### src/rtl/rr_mem_arbiter_pkg.sv
// Shared types for the round-robin memory arbiter: FSM state encoding and
// the largest supported channel count.
package arb_types;

  localparam int MAX_CH = 8;

  typedef enum logic [1:0] {
    IDLE = 2'd0,
    BUSY = 2'd1,
    DONE = 2'd2
  } arb_state_e;

endpackage

### src/rtl/rr_mem_arbiter_picker.sv
// Combinational round-robin picker: returns the first requester at or after
// i_ptr, wrapping modulo NUM_CH.
module rr_picker
  import arb_types::*;
#(
  parameter int NUM_CH = 2,
  parameter int ID_W   = 1
) (
  input  logic [NUM_CH-1:0] i_req,
  input  logic [ID_W-1:0]   i_ptr,
  output logic              o_valid,
  output logic [ID_W-1:0]   o_id
);

  logic [2*NUM_CH-1:0] w_shift;
  logic [NUM_CH-1:0]   w_rot;
  logic [ID_W-1:0]     w_off;
  logic [ID_W:0]       w_sum;

  // Rotating the doubled vector puts the channel at i_ptr into bit 0.
  assign w_shift = {i_req, i_req} >> i_ptr;
  assign w_rot   = w_shift[NUM_CH-1:0];
  assign o_valid = |w_rot;

  always_comb begin
    w_off = '0;
    for (int k = NUM_CH - 1; k >= 0; k--) begin
      if (w_rot[k]) begin
        w_off = ID_W'(k);
      end
    end
  end

  assign w_sum = {1'b0, i_ptr} + {1'b0, w_off};
  assign o_id  = (w_sum >= (ID_W+1)'(NUM_CH)) ? ID_W'(w_sum - (ID_W+1)'(NUM_CH))
                                              : w_sum[ID_W-1:0];

endmodule

### src/rtl/rr_mem_arbiter.sv
// Round-robin arbiter funnelling NUM_CH cache-line ports onto one memory port.
// Define ARB_PERF_CNT_EN to build the per-channel completed-grant counters.
module rr_mem_arbiter
  import arb_types::*;
#(
  parameter int NUM_CH = 2,
  parameter int LINE_W = 256,
  parameter int ADDR_W = 32
) (
  input  logic                     clk,
  input  logic                     rst,
  input  logic [NUM_CH-1:0]        req_read,
  input  logic [NUM_CH-1:0]        req_write,
  input  logic [NUM_CH*ADDR_W-1:0] req_addr,
  input  logic [NUM_CH*LINE_W-1:0] req_wdata,
  output logic [NUM_CH-1:0]        req_resp,
  output logic [LINE_W-1:0]        req_rdata,
  output logic                     mem_read,
  output logic                     mem_write,
  output logic [ADDR_W-1:0]        mem_address,
  output logic [LINE_W-1:0]        mem_wdata,
  input  logic [LINE_W-1:0]        mem_rdata,
  input  logic                     mem_resp,
  output logic                     busy,
  output logic [NUM_CH*32-1:0]     grant_cnt
);

  localparam int ID_W = (NUM_CH > 1) ? $clog2(NUM_CH) : 1;

  if (NUM_CH < 1 || NUM_CH > MAX_CH) begin : g_bad_num_ch
    $error("rr_mem_arbiter: NUM_CH out of range");
  end

  arb_state_e        r_state;
  logic [ID_W-1:0]   r_id;
  logic [ID_W-1:0]   r_rr_ptr;
  logic              r_mem_read;
  logic              r_mem_write;
  logic [ADDR_W-1:0] r_mem_address;
  logic [LINE_W-1:0] r_mem_wdata;
  logic [LINE_W-1:0] r_req_rdata;
  logic [NUM_CH-1:0] r_req_resp;
  logic              r_busy;

  logic [NUM_CH-1:0] w_req_any;
  logic              w_pick_valid;
  logic [ID_W-1:0]   w_pick_id;
  logic              w_pick_write;
  logic [ID_W-1:0]   w_next_ptr;

  assign w_req_any    = req_read | req_write;
  assign w_pick_write = req_write[w_pick_id];
  assign w_next_ptr   = (r_id == ID_W'(NUM_CH - 1)) ? '0 : r_id + 1'b1;

  rr_picker #(
    .NUM_CH (NUM_CH),
    .ID_W   (ID_W)
  ) u_picker (
    .i_req   (w_req_any),
    .i_ptr   (r_rr_ptr),
    .o_valid (w_pick_valid),
    .o_id    (w_pick_id)
  );

  always_ff @(posedge clk or posedge rst) begin
    if (rst) begin
      r_state       <= IDLE;
      r_id          <= '0;
      r_rr_ptr      <= '0;
      r_mem_read    <= 1'b0;
      r_mem_write   <= 1'b0;
      r_mem_address <= '0;
      r_mem_wdata   <= '0;
      r_req_rdata   <= '0;
      r_req_resp    <= '0;
      r_busy        <= 1'b0;
    end else begin
      case (r_state)
        IDLE: begin
          // A channel asking for both is granted the write; its read stays pending.
          if (w_pick_valid) begin
            r_id          <= w_pick_id;
            r_mem_write   <= w_pick_write;
            r_mem_read    <= ~w_pick_write;
            r_mem_address <= req_addr[w_pick_id*ADDR_W +: ADDR_W];
            r_mem_wdata   <= req_wdata[w_pick_id*LINE_W +: LINE_W];
            r_busy        <= 1'b1;
            r_state       <= BUSY;
          end
        end
        BUSY: begin
          if (mem_resp) begin
            r_req_rdata       <= mem_rdata;
            r_mem_read        <= 1'b0;
            r_mem_write       <= 1'b0;
            r_req_resp        <= '0;
            r_req_resp[r_id]  <= 1'b1;
            r_state           <= DONE;
          end
        end
        DONE: begin
          r_req_resp <= '0;
          r_rr_ptr   <= w_next_ptr;
          r_busy     <= 1'b0;
          r_state    <= IDLE;
        end
        default: begin
          r_state <= IDLE;
        end
      endcase
    end
  end

`ifdef ARB_PERF_CNT_EN
  for (genvar gi = 0; gi < NUM_CH; gi++) begin : g_cnt
    logic [31:0] r_cnt;
    always_ff @(posedge clk or posedge rst) begin
      if (rst) begin
        r_cnt <= '0;
      end else if (r_state == DONE && r_id == ID_W'(gi)) begin
        r_cnt <= r_cnt + 32'd1;
      end
    end
    assign grant_cnt[gi*32 +: 32] = r_cnt;
  end
`else
  assign grant_cnt = '0;
`endif

  assign req_resp    = r_req_resp;
  assign req_rdata   = r_req_rdata;
  assign mem_read    = r_mem_read;
  assign mem_write   = r_mem_write;
  assign mem_address = r_mem_address;
  assign mem_wdata   = r_mem_wdata;
  assign busy        = r_busy;

endmodule

### config.mk
export PLATFORM = sky130hd
export DESIGN_NAME = rr_mem_arbiter
export DESIGN_NICKNAME = d
export VERILOG_FILES = /design/src/rtl/rr_mem_arbiter_pkg.sv /design/src/rtl/rr_mem_arbiter_picker.sv /design/src/rtl/rr_mem_arbiter.sv
export SDC_FILE = /design/constraint.sdc
export NUM_CORES = 2
export LEC_CHECK = 0
export ABC_AREA = 1
export CAP_MARGIN = 20
export CORE_AREA = 2 2 560 562
export DETAILED_ROUTE_END_ITERATION = 10
export DIE_AREA = 0 0 562 564
export GPL_ROUTABILITY_DRIVEN = 0
export PLACE_DENSITY = 0.36
export RECOVER_POWER = 50
export SYNTH_ARGS = -nofsm -noshare
export SYNTH_HDL_FRONTEND = slang
export SYNTH_SLANG_ARGS = --single-unit
### constraint.sdc
create_clock -name clk -period 18.65 [get_ports clk]
set_input_delay 3.73 -clock clk [delete_from_list [all_inputs] [get_ports clk]]
set_output_delay 3.73 -clock clk [all_outputs]
set_load 0.005 [all_outputs]
---- Yosys cells after proc, flatten, opt, wreduce, memory -nomap -nowiden ----
Index checks and enable logic that the tools add are counted.
operators by class
  add/sub/neg operators ................... 3
  magnitude comparators ................... 4
  equality and inequality tests ........... 4
  shifts and indexed selects .............. 3
  mux-type cells .......................... 20
  bitwise operators ....................... 2
  reductions and logical operators ........ 12
operator list
  cell                   count
  $shiftx A512 B10 Y256  1
  $shiftx A64 B7 Y32     1
  $mux W1                11
  $reduce_and A2 Y1      5
  $pmux W2 S2            2
  $mux W2                3
  $pmux W1 S2            3
  $reduce_bool A2 Y1     3
  $lt A1 B2 Y1 const B   2
  $shr A4 B1 Y2          1
  $reduce_and A3 Y1      1
  $add A1 B1 Y2          1
  $eq A2 B1 Y1 const B   1
  $eq A2 B2 Y1 const B   1
  $ge A2 B2 Y1 const B   1
  $logic_not A2 Y1       1
  $ne A2 B1 Y1 const B   1
  $ne A2 B2 Y1 const B   1
  $or A2 B2 Y2           1
  $reduce_or A2 Y1       1
  $add A1 B1 Y1 const B  1
  $demux W1 S1           1
  $ge A1 B1 Y1 const B   1
  $logic_and A1 B1 Y1    1
  2 further kinds        2
word-level totals
  register bits after elaboration ......... 553
  input bits .............................. 839

---- Longest topological paths before layout ----
  word-level depth ........................ 12
  depth in mapped cells ................... 9
  gate-level depth less buffers ........... 7

---- Cells and area by module ----
A second synthesis with hierarchy kept.
second synthesis, totals
  cell total of the unflattened synthesis .. 3344
  area total of the unflattened synthesis .. 24835.1 um2
modules (own cells, without submodules)
  module          instances  cells an instance  area each (um2)  seq. area each (um2)
  rr_mem_arbiter  1          3340               24816.3          13838.3
  rr_picker       1          4                  18.8             0.0

---- Least setup slack after synthesis ----
Ideal clock, no wire load.
  path type ............................... input-to-reg
  start point ............................. input req_write[0]
  end point ............................... register r_mem_wdata[230] (netlist: mem_wdata[230])
  arrival time ............................ 4627 ps
  path slack .............................. 13905 ps
  stages on the path ...................... 8
  cell sequence ........................... nor2_1 -> inv_1 -> nand2_2 -> buf_4 -> clkbuf_1 -> nand3_1 -> nand3_1 -> nand2_1
between the ends
  longest elaborated chain between the ends .. 8
  elaborated cells on any way between the ends .. 11
ends and longest elaborated chain
  what                                           RTL line                     source
  from (decl)                                    rr_mem_arbiter.sv:13         input logic [NUM_CH-1:0] req_write,
  $or A2 B2 Y2 (*)                               rr_mem_arbiter.sv:51         assign w_req_any = req_read | req_write;
  $shr A4 B1 Y2 (*)                              rr_mem_arbiter_picker.sv:21  assign w_shift = {i_req, i_req} >> i_ptr;
  $mux W1 (2 in a row)                           rr_mem_arbiter_picker.sv:28  if (w_rot[k]) begin
  $add A1 B1 Y2                                  rr_mem_arbiter_picker.sv:34  assign w_sum = {1'b0, i_ptr} + {1'b0, w_off};
  $ge A2 B2 Y1 or $sub A1 B1 Y1 (tied branches)  rr_mem_arbiter_picker.sv:35  assign o_id = (w_sum >= (ID_W+1)'(NUM_CH)) ? ID_W'(w_sum - (ID_W+1)'(NUM_CH))
  $mux W1                                        rr_mem_arbiter_picker.sv:35
  $shiftx A512 B10 Y256                          rr_mem_arbiter.sv:86         r_mem_wdata <= req_wdata[w_pick_id*LINE_W +: LINE_W];
  to (signal assigned)                           rr_mem_arbiter.sv:86
  to (decl)                                      rr_mem_arbiter.sv:40         logic [LINE_W-1:0] r_mem_wdata;
Every way passes the cells marked *; elsewhere a longest branch is shown, timed or not.
A chain may end at the register's enable or synchronous reset.

==> impl_metrics.toml <==
[drt]
postRouteAntennaNets = 0
wirelength_mm = 233.4
drtIter0Drc = 1948
wire_per_inst_um = 25.45
first_pass_iters = 5
vias_per_cell = 3.234
vias = 29660
drc = 0

[global_routing]
grt_use_total_pct = 14.15
grt_antenna_before_repair = 175
grt_pass1_vias = 29790
overflow = 0
grt_max_degree = 148
grt_pass1_wl_mm = 299.6

[pwr]
ir_drop_uv = 78.64
fin_total_pwr_mw = 7.392
power_density_nw_per_um2 = 155.1
static-leakage-power_nw = 23.35

[sta]
period_share_pct = 58.64
hold_slack_ps = 472.7
worst_slew_pin_slew_ps = 3628
fin_crit_ps = 10940
rsz0062_at_grt = "false"
worst_slack_ps = 7713
hold_viol = 0
slew_headroom_pct = -141.9
finalSetupTns_ps = 0
clock_skew_ps = 69.42
fmax_ghz = 0.09143
final_max_slew_viol_count = 349
setup_viol = 0

[final_layout]
final_layout_size_suffix_gt1_share_pct = 3.337
fin_util_pct = 15.33
fin_area_um2 = 47670
fin_nets = 5784
final_cell_mix = "nand2_1, clkdlybuf4s50_1, inv_1, nand3_1, dfrtp_1"
finalNonFillerCells = 9169
areaGrowthSynthToFinish_pct = 78.43
final_common_cell = "nand2_1"
fillers = 35640

[critical_path]
required_ps = 18740
crit_arrival_ps = 11020
worstPathMaxFanout = 63
criticalPathCategory = "in2async"
cp-start-kind = "primary input"
cp-end-kind = "async pin"

[min_path]
hold_class = "reg2reg"

[placed_design]
dp_hpwl_mm = 193.1
dpl_cell_area_um2 = 44840
pre_cts_ws_ps = 10740
dp.cells = 8997
port-buffer-count = 1387

[synthesis]
syn-cell-area_um2 = 26720
syn_inst = 3655
ys_seq_elements = 553
avgSynthCellArea_um2 = 7.310
yosysSeqAreaShare_pct = 51.80
yosys_warnings = 0
synth_cell_types = 22

[cts]
post_cts_resize_count = 0
insertion_delay_ps = 820
cts_buffers = 86
htreeDepth = 3
cts_hold_buf = 0
root_buffer = "clkbuf_16"
cts_tree = "done"
post_cts_buffers = 0
path_clk_slew_ps = 60
clockBufferDepth = 4
cts_sinks = 553

[floorplanning]
rows = 205
start_util_pct = 8.594
fp.dieH_um = 564
ios = 1452
core_area_um2 = 310900
dieWidth_um = 562
die_area_um2 = 317000

[status]
run_status = "finished with violations"
failed_checks = "capacitance limit, slew limit"

[job]
cap_violations = 7
synth_stat cells:
cell type	n	area, um^2
nor2_2	1	6.260
o21ai_0	1	5.000
inv_1	581	2181
a31o_2	1	8.760
nand2_4	1	11.26
buf_4	69	518.0
o21ai_1	1	5.000
buf_6	3	33.78
nand2_2	3	18.77
clkbuf_1	48	180.2
buf_2	154	770.7
inv_2	2	7.510
a21boi_0	1	7.510
buf_1	4	15.01
o21ai_2	1	8.760
a21oi_1	1	5.000
conb_1	1	3.750
dfrtp_1	553	13840
nand3_1	577	2888
nor2_1	4	15.01
nand2_1	1647	6182
o31ai_1	1	7.510
final cells by class:
class	count	area, um^2	share of cell area (%)
repair buffers	1417	14130	29.64
diodes	25	62.56	0.1312
flip-flops and latches	553	13840	29.03
multi-input cells	2304	9440	19.80
clock inverters	31	369.1	0.7743
well taps	4140	5180	10.87
clock buffers	116	2446	5.131
inverters	583	2207	4.630
routing by layer:
layer	vias to the layer above	GRT usage, %	part of all wire (%)
met1	14270	16.97	41
li1	13390	-	-
met2	1509	21.95	43
met5	-	0	0.23
met4	84	2.640	2.2
met3	406	8.088	13
state kept, by name (all words and copies together) (netlist names):
| name | count |
|---|---|
| busy | 1 |
| mem_address | 32 |
| mem_read | 1 |
| mem_wdata | 256 |
| mem_write | 1 |
| r_id | 1 |
| r_rr_ptr | 1 |
| r_state | 2 |
| req_rdata | 256 |
| req_resp | 2 |
critical path, cell delays in order:
cell           delay (ps)
dlygate4sd3_1         570
clkinvlp_4             70
clkbuf_1             1480
clkbuf_1             2310
clkbuf_1             2660
where the power goes:
group	switching, mW	total, mW	internal, mW
Sequential	0.391	2.19	1.80
Combinational	2.13	3.51	1.38
Clock	0.681	1.69	1.01
cell families after synthesis:
logic type	after synthesis	share of synthesized area [%]
and+or+nand+nor	2233	34.14
buffers and inverters	861	13.87
DFF	553	51.80
AOI/OAI and AO/OA	7	0.1779
other	1	0.01404
final timing paths:
kind	from	to	slack [ps]	depth (start not counted)
worst max-delay path	rst	req_rdata[184]$_DFFE_PP0P_	7710	5
min in group asynchronous	rst	mem_wdata[184]$_DFFE_PP0P_	4220	3
worst min-delay path	req_rdata[81]$_DFFE_PP0P_	req_rdata[81]$_DFFE_PP0P_	470	2
worst max register to register	r_state[0]$_DFFE_PP0P_	req_rdata[37]$_DFFE_PP0P_	13230	8
max in group clk	mem_resp	req_rdata[37]$_DFFE_PP0P_	10210	7
worst min register to register	req_rdata[81]$_DFFE_PP0P_	req_rdata[81]$_DFFE_PP0P_	470	2
(Power assumes the default switching activity.)
